==> src/rtl/turbo_pkg.sv <==
// Shared types and defaults for the turbo decoder iteration controller.
package turbo_pkg;

    localparam int unsigned TURBO_DATA_W   = 8;
    localparam int unsigned TURBO_BLK_LEN  = 16;
    localparam int unsigned TURBO_MAX_ITER = 16;

    localparam logic SEL_NATURAL     = 1'b0;
    localparam logic SEL_INTERLEAVED = 1'b1;

    typedef enum logic [2:0] {
        S_IDLE  = 3'd0,
        S_LOAD  = 3'd1,
        S_HALF1 = 3'd2,
        S_WAIT1 = 3'd3,
        S_HALF2 = 3'd4,
        S_WAIT2 = 3'd5,
        S_CHECK = 3'd6,
        S_OUT   = 3'd7
    } turbo_iter_state_e;

endpackage

==> src/rtl/turbo_sym_buf.sv <==
// Soft-symbol register file: one synchronous write port, one combinational read port.
module turbo_sym_buf
#(
    parameter int unsigned DATA_W = 8,
    parameter int unsigned DEPTH  = 16,
    parameter int unsigned ADDR_W = 4
)(
    input  logic              i_clk,
    input  logic              i_rst,
    input  logic              i_wr_en,
    input  logic [ADDR_W-1:0] i_waddr,
    input  logic [DATA_W-1:0] i_wdata,
    input  logic [ADDR_W-1:0] i_raddr,
    output logic [DATA_W-1:0] o_rdata
);

    logic [DATA_W-1:0] r_mem [DEPTH];

    always_ff @(posedge i_clk) begin
        if (i_rst) begin
            for (int i = 0; i < int'(DEPTH); i++) begin
                r_mem[i] <= '0;
            end
        end else if (i_wr_en) begin
            r_mem[i_waddr] <= i_wdata;
        end
    end

    assign o_rdata = r_mem[i_raddr];

endmodule

==> src/rtl/turbo_iter_ctrl.sv <==
// Turbo decoder iteration controller: buffers one block, sequences natural/interleaved
// SISO half-iterations, then hands off the hard word. Option: TURBO_EARLY_STOP_EN.
module turbo_iter_ctrl
    import turbo_pkg::*;
#(
    parameter int unsigned DATA_W   = TURBO_DATA_W,
    parameter int unsigned BLK_LEN  = TURBO_BLK_LEN,
    parameter int unsigned MAX_ITER = TURBO_MAX_ITER,
    parameter int unsigned ITER_W   = 5,
    localparam int unsigned ADDR_W  = (BLK_LEN > 1) ? $clog2(BLK_LEN) : 1
)(
    input  logic               i_clk,
    input  logic               i_rst,
    input  logic               i_start,
    input  logic [ITER_W-1:0]  i_iter_num,
    input  logic [DATA_W-1:0]  i_data,
    input  logic               i_data_valid,
    output logic               o_data_ready,
    input  logic [ADDR_W-1:0]  i_sym_raddr,
    output logic [DATA_W-1:0]  o_sym_rdata,
    output logic               o_siso_start,
    output logic               o_siso_sel,
    input  logic               i_siso_done,
    input  logic [BLK_LEN-1:0] i_siso_hard,
    output logic [BLK_LEN-1:0] o_data,
    output logic               o_valid,
    input  logic               i_ready,
    output logic [ITER_W-1:0]  o_iter_used,
    output logic               o_busy
);

    localparam logic [2:0] ST_IDLE  = S_IDLE;
    localparam logic [2:0] ST_LOAD  = S_LOAD;
    localparam logic [2:0] ST_HALF1 = S_HALF1;
    localparam logic [2:0] ST_WAIT1 = S_WAIT1;
    localparam logic [2:0] ST_HALF2 = S_HALF2;
    localparam logic [2:0] ST_WAIT2 = S_WAIT2;
    localparam logic [2:0] ST_CHECK = S_CHECK;
    localparam logic [2:0] ST_OUT   = S_OUT;

    logic [2:0]         r_state;
    logic [2:0]         w_state_nxt;
    logic [ITER_W-1:0]  r_target;
    logic [ITER_W-1:0]  r_iter_cnt;
    logic [ADDR_W-1:0]  r_ptr;
    logic [BLK_LEN-1:0] r_result;
    logic [BLK_LEN-1:0] r_prev;
    logic [ITER_W-1:0]  w_target_in;
    logic               w_wr_en;
    logic               w_last_sym;
    logic               w_early_stop;

    assign w_wr_en    = (r_state == ST_LOAD) && i_data_valid;
    assign w_last_sym = (r_ptr == ADDR_W'(BLK_LEN - 1));

`ifdef TURBO_EARLY_STOP_EN
    // Converged when two consecutive full iterations agree.
    assign w_early_stop = (r_iter_cnt >= ITER_W'(2)) && (r_result == r_prev);
`else
    logic w_unused_prev;
    assign w_unused_prev = ^r_prev;
    assign w_early_stop  = 1'b0;
`endif

    turbo_sym_buf #(
        .DATA_W (DATA_W),
        .DEPTH  (BLK_LEN),
        .ADDR_W (ADDR_W)
    ) u_sym_buf (
        .i_clk   (i_clk),
        .i_rst   (i_rst),
        .i_wr_en (w_wr_en),
        .i_waddr (r_ptr),
        .i_wdata (i_data),
        .i_raddr (i_sym_raddr),
        .o_rdata (o_sym_rdata)
    );

    // Next-state decode and requested-iteration clamp.
    always_comb begin
        w_state_nxt = r_state;
        w_target_in = i_iter_num;
        if (i_iter_num == '0) begin
            w_target_in = ITER_W'(1);
        end else if (i_iter_num > ITER_W'(MAX_ITER)) begin
            w_target_in = ITER_W'(MAX_ITER);
        end

        case (r_state)
            ST_IDLE:  if (i_start) w_state_nxt = ST_LOAD;
            ST_LOAD:  if (i_data_valid && w_last_sym) w_state_nxt = ST_HALF1;
            ST_HALF1: w_state_nxt = ST_WAIT1;
            ST_WAIT1: if (i_siso_done) w_state_nxt = ST_HALF2;
            ST_HALF2: w_state_nxt = ST_WAIT2;
            ST_WAIT2: if (i_siso_done) w_state_nxt = ST_CHECK;
            ST_CHECK: begin
                if ((r_iter_cnt == r_target) || w_early_stop) begin
                    w_state_nxt = ST_OUT;
                end else begin
                    w_state_nxt = ST_HALF1;
                end
            end
            ST_OUT:   if (i_ready) w_state_nxt = ST_IDLE;
            default:  w_state_nxt = ST_IDLE;
        endcase
    end

    // State, datapath and outputs registered from the next state.
    always_ff @(posedge i_clk) begin
        if (i_rst) begin
            r_state      <= ST_IDLE;
            r_target     <= '0;
            r_iter_cnt   <= '0;
            r_ptr        <= '0;
            r_result     <= '0;
            r_prev       <= '0;
            o_data_ready <= 1'b0;
            o_siso_start <= 1'b0;
            o_siso_sel   <= SEL_NATURAL;
            o_data       <= '0;
            o_valid      <= 1'b0;
            o_iter_used  <= '0;
            o_busy       <= 1'b0;
        end else begin
            r_state      <= w_state_nxt;
            o_data_ready <= (w_state_nxt == ST_LOAD);
            o_siso_start <= (w_state_nxt == ST_HALF1) || (w_state_nxt == ST_HALF2);
            o_siso_sel   <= ((w_state_nxt == ST_HALF2) || (w_state_nxt == ST_WAIT2))
                            ? SEL_INTERLEAVED : SEL_NATURAL;
            o_valid      <= (w_state_nxt == ST_OUT);
            o_busy       <= (w_state_nxt != ST_IDLE);

            if ((r_state == ST_IDLE) && i_start) begin
                r_target   <= w_target_in;
                r_iter_cnt <= '0;
                r_ptr      <= '0;
            end

            if (w_wr_en) begin
                r_ptr <= w_last_sym ? '0 : r_ptr + ADDR_W'(1);
            end

            if ((r_state == ST_WAIT2) && i_siso_done) begin
                r_result   <= i_siso_hard;
                r_iter_cnt <= r_iter_cnt + ITER_W'(1);
            end

            if (r_state == ST_CHECK) begin
                r_prev <= r_result;
                if (w_state_nxt == ST_OUT) begin
                    o_data      <= r_result;
                    o_iter_used <= r_iter_cnt;
                end
            end
        end
    end

endmodule

==> config.mk <==
export PLATFORM = sky130hd
export DESIGN_NAME = turbo_iter_ctrl
export DESIGN_NICKNAME = d
export VERILOG_FILES = /design/src/rtl/turbo_pkg.sv /design/src/rtl/turbo_sym_buf.sv /design/src/rtl/turbo_iter_ctrl.sv
export SDC_FILE = /design/constraint.sdc
export NUM_CORES = 1
export LEC_CHECK = 0
export ABC_AREA = 1
export CORE_MARGIN = 2
export CORE_UTILIZATION = 54
export CTS_BUF_LIST = sky130_fd_sc_hd__clkbuf_4 sky130_fd_sc_hd__clkbuf_8
export CTS_CLUSTER_DIAMETER = 100
export CTS_CLUSTER_SIZE = 12
export DETAILED_ROUTE_END_ITERATION = 10
export PLACE_DENSITY = 0.79
export SLEW_MARGIN = 20
export SYNTH_ARGS = -nofsm -noshare
export SYNTH_HDL_FRONTEND = slang
export SYNTH_SLANG_ARGS = --single-unit
==> constraint.sdc <==
create_clock -name i_clk -period 1.62 [get_ports i_clk]
set_input_delay 0.243 -clock i_clk [delete_from_list [all_inputs] [get_ports i_clk]]
set_output_delay 0.243 -clock i_clk [all_outputs]
set_load 0.01 [all_outputs]
# Yosys cells after proc, flatten, opt, wreduce, memory -nomap -nowiden
# Memory sizes are Yosys's and may differ from the RTL's.
# Cells that the tools add are included.
# classes
n_addsub	2
order_cmp	1
eq_ne	14
mux	23
reduce_logical	13
# ops
op	n
$pmux 3 s8	1
$eq 3x3->1 const B	7
$mux 5	4
$mux 3	6
$mux 4	4
$eq 3x2->1 const B	3
$mux 8	1
$reduce_or 8->1	1
$mux 1	7
$eq 3x1->1 const B	2
$add 5x1->5 const B	1
$eq 5x5->1	1
$gt 5x5->1 const B	1
$logic_not 5->1	1
$add 4x1->4 const B	1
$eq 4x4->1 const B	1
$logic_and 1x1->1	4
$reduce_bool 2->1	2
$logic_not 3->1	1
$reduce_bool 3->1	1
$logic_or 1x1->1	2
$reduce_and 2->1	1
# totals
ff_bits	59
mem_bits_rw	128
input_bits	39
output_inout_bits	34
elab_cells	66
memories	1
# memory_table
memory	words	word_bits	read_ports	rd_ports_with_merged_regs	wr	line_no	source
u_sym_buf.r_mem	16	8	1	0	16	turbo_sym_buf.sv:17	logic [DATA_W-1:0] r_mem [DEPTH];

# Logic depth before layout (Yosys ltp)
# logic_depth
ltp_word	7
ltp_mapped	10
depth_no_buf	10

# Modules after synthesis
# Synthesis repeated with hierarchy kept, for this count alone.
# hier_totals
cells_unflattened	1023
hier_area_um2	8742.1
# by_module_without_submodules
module	n_inst	cells_per_inst	area_each_um2	seq_area_each_um2
turbo_sym_buf	1	708	6246.0	3843.7
turbo_iter_ctrl	1	315	2496.1	1181.1

# Worst setup path after synthesis
# No wires, ideal clock.
# synth_path
path_kind	flip-flop to flip-flop
startpoint	register r_ptr[0]
endpoint	memory u_sym_buf.r_mem[15][0] (enable)
setup_time_ns	0.329
t_arrival_ns	1.376
required_time_ns	1.291
slack_ns	-0.085
stages_incl_launch_ff	7
path_buffers	1
period_less_slack_ns	1.705
path_cell_list	dfxtp_1 ha_1 clkbuf_1 nand2_1 nor2_1 nand2_1 nand2_1
# synth_lines
item	line_no	source
start, declared	turbo_iter_ctrl.sv:45	logic [ADDR_W-1:0] r_ptr;
start signal, assigned	turbo_iter_ctrl.sv:140	r_ptr <= w_last_sym ? '0 : r_ptr + ADDR_W'(1);
end, declared	turbo_sym_buf.sv:17	

# Worst setup path in the final report
# layout_path
startpoint	memory u_sym_buf.r_mem[13][3]
endpoint	output port o_sym_rdata[3]
# layout_via
elab_chain_len	1
# layout_rtl
item	line_no	source
$mem_v2 16x8	-	
end, declared	turbo_iter_ctrl.sv:20	output logic [DATA_W-1:0] o_sym_rdata,
# No other way between the ends.

==> impl_metrics.json <==
{
  "outcome": "complete, but fails checks",
  "violations": "negative setup slack",
  "clock_skew_ns": 0.01886,
  "startpoint_type": "register",
  "drv_cap": 0,
  "met1_usage_pct": 31.78,
  "area_growth_pct": 28.05,
  "antenna_left": 0,
  "fin_crit_sh_pct": 118.2,
  "timing.setup.tns_ns": -2.502,
  "cp.arrival_ns": 1.67,
  "cts_buffer_depth": 2,
  "synth_nets": 932,
  "layout-drive-gt1-share_pct": 20.35,
  "holdCritPathClass": "input pin to register",
  "cts_setup_buffers": 0,
  "grt_busiest_layer": "met2",
  "leakage_uw": 0.004541,
  "crit_path_max_incr_delay_ns": 0.40,
  "grt_overflow_total": 0,
  "fin_hold_ws_ns": 0.3368,
  "path_clk_slew_ns": 0.10,
  "ys_types": 31,
  "globalplace.congestion": 0.8783,
  "wirelength_mm": 20.12,
  "hold_buffers": 0,
  "ys_warn_count": 0,
  "min_period_ns": 1.914,
  "path_buf_inv": 1,
  "cp_slowest_cell": "edfxtp_1",
  "routed_via_density": 5.525,
  "required_ns": 1.38,
  "wl_per_cell_um": 16.56,
  "cts_root_buf": "clkbuf_8",
  "hold_viol": 0,
  "grt_pass1_vias": 6357,
  "route.detailed.drc": 0,
  "synth_cells": 888,
  "critPathTopFamily": "flip-flops",
  "rows": 45,
  "first_pass_iters": 5,
  "grtUsageMet3_pct": 5.653,
  "cts_tree": "built",
  "async_flop_share_pct": 0,
  "cp_cell_sequence": "nor2_1 -> nor2_1 -> o21ai_1 -> o21ai_1 -> o211ai_1 -> nand2_1 -> buf_2",
  "yosysSeqAreaShare_pct": 61.28,
  "grt_pass1_wl_mm": 31.38,
  "grtUsageMet2_pct": 43.30,
  "synth_area_sq_um": 8199,
  "antenna_cells": 0,
  "finalNetCount": 1058,
  "ir_drop_mv": 0.6422,
  "p_sw_uw": 2185,
  "worstMarginPinSlew_ns": 0.3220,
  "cts_htree_levels": 4,
  "rsz0062_at_grt": "yes",
  "power_density_nw_per_um2": 868.6,
  "slew_viol_final": 0,
  "finalSetupViolations": 32,
  "sw_frac_of_total_pct": 23.96,
  "critical_path_class": "register to primary output",
  "ys_ff_latch": 187,
  "path_max_fanout": 1,
  "track_usage_pct": 25.37,
  "port_buffers": 72,
  "p_seq_share_pct": 57.8,
  "antenna_found_initial": 0,
  "worst_slack_ns": -0.2943,
  "max_freq_mhz": 522.4,
  "n_fill_cell": 1082,
  "routed-via-count": 6713,
  "grt_max_degree": 49,
  "die_area_sq_um": 16180,
  "initial_core_util_pct": 54.54,
  "pwr-share-clk_pct": 32.3,
  "drt-initial-drc-count": 746,
  "p_comb_share_pct": 9.9,
  "coreArea_sq_um": 15030,
  "synth-edff-count": 128,
  "die-width_um": 127.2,
  "cts_buffers": 17,
  "io_pins": 73,
  "synth.avg_cell_area_sq_um": 9.233,
  "cts_sinks": 187,
  "cp-end-kind": "primary output",
  "ys.flop_type": "edfxtp_1",
  "die_height_um": 127.2,
  "clk_latency_ns": 0.49,
  "hpwlAfterDp_mm": 13.57,
  "intPower_uw": 6934,
  "slew_headroom_pct": 78.30
}
-- synthesized netlist by cell type (3+ instances only) --
| cell | n | area [sq um] |
|---|---|---|
| ha_1 | 5 | 62.56 |
| nand2_1 | 71 | 266.5 |
| buf_1 | 4 | 15.01 |
| nand3_1 | 21 | 105.1 |
| buf_2 | 12 | 60.06 |
| edfxtp_1 | 128 | 3844 |
| nand4_1 | 4 | 25.02 |
| dfxtp_1 | 59 | 1181 |
| o21ai_0 | 112 | 560.5 |
| clkbuf_1 | 29 | 108.9 |
| inv_2 | 4 | 15.01 |
| nor2_8 | 3 | 60.06 |
| a21oi_1 | 31 | 155.2 |
| o211ai_1 | 32 | 240.2 |
| inv_1 | 60 | 225.2 |
| nand2_2 | 12 | 75.07 |
| nor2_1 | 281 | 1055 |
-- through the flow --
step                setup slack, ns  util [%]  instance area (sq um)  instances  power (uW)
floorplan                  -0.02398         -                   8202        888        5776
global placement            -0.8401     65.97                   9917       1192        6260
detailed placement          -0.9109     65.97                   9917       1192        6280
CTS                         -0.2949     68.21                  10250       1223        9108
global route                -0.3917     69.84                  10500       1215        9408
finish                      -0.2943     69.84                  10500       1215        9120
-- layout by cell type (no fill, tap or decap), types with 10 or more instances in the layout --
| master | n |
|---|---|
| dfxtp_1 | 53 |
| clkdlybuf4s50_1 | 36 |
| nand2_2 | 10 |
| o21ai_0 | 88 |
| dlymetal6s2s_1 | 12 |
| clkbuf_8 | 20 |
| o21ai_1 | 23 |
| nand2_1 | 56 |
| buf_12 | 14 |
| buf_6 | 17 |
| buf_4 | 51 |
| inv_1 | 62 |
| nand3_1 | 19 |
| nor2_2 | 35 |
| a21oi_1 | 31 |
| o211ai_1 | 32 |
| edfxtp_1 | 128 |
| nor2_1 | 244 |
| dlygate4sd2_1 | 14 |
-- area by class of cell --
type | count | area (sq um) | share of cell area (%)
sequential | 187 | 5032 | 47.93
multi-input combinational | 588 | 3055 | 29.10
timing repair buffer | 154 | 1544 | 14.71
clock buffer | 21 | 282.8 | 2.693
inverter | 66 | 256.5 | 2.443
tap | 188 | 235.2 | 2.241
clock inverter | 11 | 92.59 | 0.8819
-- power groups by stage --
stage / Combinational [uW] / Clock (uW) / Sequential (uW)
finish: 902 / 2950 / 5270
global route: 982 / 3140 / 5280
CTS: 894 / 2950 / 5270
detailed placement: 906 / 0 / 5370
global placement: 889 / 0 / 5370
floorplan: 429 / 0 / 5350
-- final timing paths --
check | start | end | slack, ns | depth (start not counted)
setup / recovery | u_sym_buf.r_mem[13][3]$_SDFFCE_PN0P_ | o_sym_rdata[3] | -0.29 | 7
hold / removal | i_siso_hard[0] | r_result[0]$_SDFFE_PP0P_ | 0.34 | 3
setup reg to reg | r_state[2]$_SDFF_PP0_ | u_sym_buf.r_mem[1][7]$_SDFFCE_PN0P_ | -0.04 | 8
hold reg to reg | o_data[7]$_SDFFE_PP0P_ | o_data[7]$_SDFFE_PP0P_ | 0.44 | 2
-- cells by family after synthesis --
group / share of synthesized area [%]
and+or+nand+nor: 19.87
DFF: 61.28
AOI/OAI and AO/OA: 12.56
buffers and inverters: 5.417
adders and majority gates: 0.7630
xor gates and xnor gates: 0.1068
-- state kept, by name (all words and copies together) (netlist names), 3 cells and up --
name	flops
o_iter_used	5
r_ptr	4
u_sym_buf.r_mem	128
r_state	3
r_iter_cnt	5
o_data	16
r_result	16
r_target	5
-- repair_timing --
| item | in CTS | in global routing |
|---|---|---|
| pin swaps | 24 | 26 |
| gates resized for setup | 75 | 121 |
| setup endpoints to repair | 33 | 166 |
-- tightest hold or removal path: stages --
cell	delay, ns
clkdlybuf4s50_1	0.39
nor2_1	0.10
nor2_1	0.05
-- metal layers --
| metal | vias to the layer above | share of wire, % |
|---|---|---|
| met2 | 271 | 51 |
| met3 | 44 | 6.9 |
| li1 | 3220 | - |
| met5 | - | 0 |
| met1 | 3178 | 40 |
| met4 | 0 | 2.5 |
Note: power is estimated with default switching activity, not from simulation.
==> RTL change, RTL diff (same flow settings) <==
Add a define of `TURBO_EARLY_STOP_EN`.
--- a/src/rtl/turbo_iter_ctrl.sv
+++ b/src/rtl/turbo_iter_ctrl.sv
@@ -1,4 +1,6 @@
 // Turbo decoder iteration controller: buffers one block, sequences natural/interleaved
 // SISO half-iterations, then hands off the hard word. Option: TURBO_EARLY_STOP_EN.
+`define TURBO_EARLY_STOP_EN
+
 module turbo_iter_ctrl
     import turbo_pkg::*;
Check against the original RTL: same outputs for any inputs over 4 cycles, from zero or initial values and one cycle with i_rst high; that may be too few to reach the edited logic, so the function may still have changed.
==> RTL change against the original RTL <==
  * The flow still finishes with violations (negative setup slack)
  * Count of clock-buffer cells in the layout is 11 higher
  * Final cell count up 11%
  * Sequential cell count increased by 16
  * Setup slack got worse by 93 ps
  * Total power increased by 9.7%
  * Synthesized area grew 12%
  * Wire length is 28% higher
  * Final area grew 21%
  * Critical endpoint unchanged
  * Largest cell class unchanged
  * Highest routed layer unchanged
==> RTL change: results (changes against the original RTL) <==
| Metric | Value |
|---|---|
| First-pass GRT wire length | `35560 um (was 31380 um)` |
| Syn_area_per_cell | `9.420 sq um (was 9.233 sq um)` |
| Crit path to | `o_sym_rdata[3] (unchanged)` |
| Vias in the first global route | `7071 (was 6357)` |
| CTS max path bufs | `3 (was 2)` |
| H-Tree Depth | `1 (was 4)` |
| Sequential share of the synthesized area | `0.5802 (was 0.6128)` |
| Clock root cell | `clkbuf_8 (unchanged)` |
| Final worst setup slack | `-387.6 ps (was -294.3 ps)` |
| Synth Area in Adders | `0.008149 (was 0.007630)` |
| Synth Area in Compound Gates | `0.1202 (was 0.1256)` |
| Ys Warns | `0 (unchanged)` |
| Synth top cells by count | `nor2_1 (162), nand2_1 (129), edfxtp_1 (128), inv_1 (97), a21oi_1 (91) (was nor2_1 (281), edfxtp_1 (128), o21ai_0 (112), nand2_1 (71), inv_1 (60))` |
| Leakage | `0.005030 uW (was 0.004541 uW)` |
| Vias | `7714 (was 6713)` |
| Synth unique cells | `35 (was 31)` |
| Vias/cell | `5.706 (was 5.525)` |
| DP Worst Slack | `-675.2 ps (was -910.9 ps)` |
| Final Routed Wirelength | `25690 um (was 20120 um)` |
| GPL Wtd Cong | `0.8911 (was 0.8783)` |
| Placed insts | `1313 (was 1192)` |
| Placed Area | `10940 sq um (was 9917 sq um)` |
| Crit path from | `u_sym_buf.r_mem[14][3]$_SDFFCE_PN0P_ (was u_sym_buf.r_mem[13][3]$_SDFFCE_PN0P_)` |
| Layout Nets | `1166 (was 1058)` |
| R2R Path Start | `r_state[0]$_SDFF_PP0_ (was r_state[2]$_SDFF_PP0_)` |
| Violated checks | `negative setup slack (unchanged)` |
| Final Skew | `21.02 ps (was 18.86 ps)` |
| Crit path DAT | `1760 ps (was 1670 ps)` |
| Net switching power | `2502 uW (was 2185 uW)` |
| CP max stage delay | `380 ps (was 400 ps)` |
| R2R depth | `10 (was 8)` |
| XOR/XNOR Fraction of Synth Area | `0.008556 (was 0.001068)` |
| Fraction of layout cells with a size suffix above 1 | `0.3436 (was 0.2035)` |
| Delay-heaviest family, CP | `flip-flops (unchanged)` |
| GRT Util Overall | `0.2490 (was 0.2537)` |
| Synth top area cells | `edfxtp_1 (42%), dfxtp_1 (16%), nor2_1 (6.6%) (was edfxtp_1 (47%), dfxtp_1 (14%), nor2_1 (13%))` |
| Worst-path clk slew | `90 ps` |
| Num CTS Buffers | `20 (was 17)` |
| Worst VDD drop | `0.5903 mV (was 0.6422 mV)` |
| Largest net degree at the start of global routing | `35 (was 49)` |
| Worst R2R End | `u_sym_buf.r_mem[13][6]$_SDFFCE_PN0P_ (was u_sym_buf.r_mem[1][7]$_SDFFCE_PN0P_)` |
| Worst-skew pair later-pin latency | `530 ps (was 490 ps)` |
| Mux contribution to synthesized area | `0.03477 (was 0)` |
| Slew HR | `0.6636 (was 0.7830)` |
| Outcome | `finished with violations (unchanged)` |
| Setup violators final | `171 (was 32)` |
-- RTL change: worst min path at each step --
stage	to	slack, ps	from	depth (start not counted)
finish	r_target[2]$_SDFFE_PP0P_	310	i_iter_num[2]	3
global route	r_target[2]$_SDFFE_PP0P_	320	i_iter_num[2]	3
CTS	r_target[1]$_SDFFE_PP0P_	300	i_iter_num[1]	3
detailed placement	o_data[11]$_SDFFE_PP0P_	450	o_data[11]$_SDFFE_PP0P_	2
global placement	r_prev[14]$_SDFFE_PP0N_	450	r_prev[14]$_SDFFE_PP0N_	2
floorplan	r_target[1]$_SDFFE_PP0P_	390	i_iter_num[1]	2
-- RTL change: metrics by stage --
| step | util | setup TNS, ps |
|---|---|---|
| 2_1_floorplan | - | -4032 |
| 3_3_place_gp | 0.6572 | -53920 |
| 3_5_place_dp | 0.6572 | -60470 |
| 4_1_cts | 0.6830 | -2124 |
| 5_1_grt | 0.7614 | -23490 |
| 6_report | 0.7614 | -5403 |
-- RTL change: worst min-delay path, cell delays in order --
cell             delay [ps]
clkdlybuf4s50_1         420
nand2_1                  70
a21oi_1                  50
-- RTL change: timing repair --
action / 4_1_cts / 5_1_grt
pin swaps: 19 / 56
resized for setup: 106 / 340
hold buffers: 0 / 0
setup buffers: 0 / 5
cloned: 1 / 2
setup endpoints to repair: 105 / 242
-- RTL change: cell families (layout without fill, tap and decap cells) --
| kind of cell | after synthesis | count (layout) |
|---|---|---|
| DFF | 203 | 203 |
| adders and majority gates | 6 | 6 |
| AOI/OAI and AO/OA | 202 | 202 |
| buffers and inverters | 154 | 308 |
| muxes | 32 | 32 |
| xor gates and xnor gates | 9 | 9 |
| and+or+nand+nor | 372 | 372 |
-- RTL change: power by group through the flow --
| stage | clock network (uW) | logic [uW] | registers (uW) |
|---|---|---|---|
| floorplan | 0 | 497 | 5750 |
| global placement | 0 | 952 | 5760 |
| detailed placement | 0 | 969 | 5760 |
| CTS | 3210 | 976 | 5650 |
| global route | 3440 | 1230 | 5660 |
| finish | 3180 | 1160 | 5650 |
-- RTL change: routing by layer --
metal / global-route usage / up-vias / wire (um) / part of all wire
li1: - / 3587 / - / -
met1: 0.3278 / 3718 / 9841 / 0.38
met2: 0.4297 / 354 / 13370 / 0.52
met3: 0.03979 / 55 / 1723 / 0.067
met4: 0.07018 / 0 / 751 / 0.029
met5: 0 / - / 0 / 0
-- RTL change: cell type report --
| type | count | area, sq um |
|---|---|---|
| timing repair buffer | 173 | 1767 |
| fill | 1033 | 3971 |
| clock inverter | 1 | 8.758 |
| inverter | 102 | 396.6 |
| clock buffer | 32 | 365.4 |
| sequential | 203 | 5376 |
| multi-input combinational | 621 | 4482 |
| tap | 220 | 275.3 |
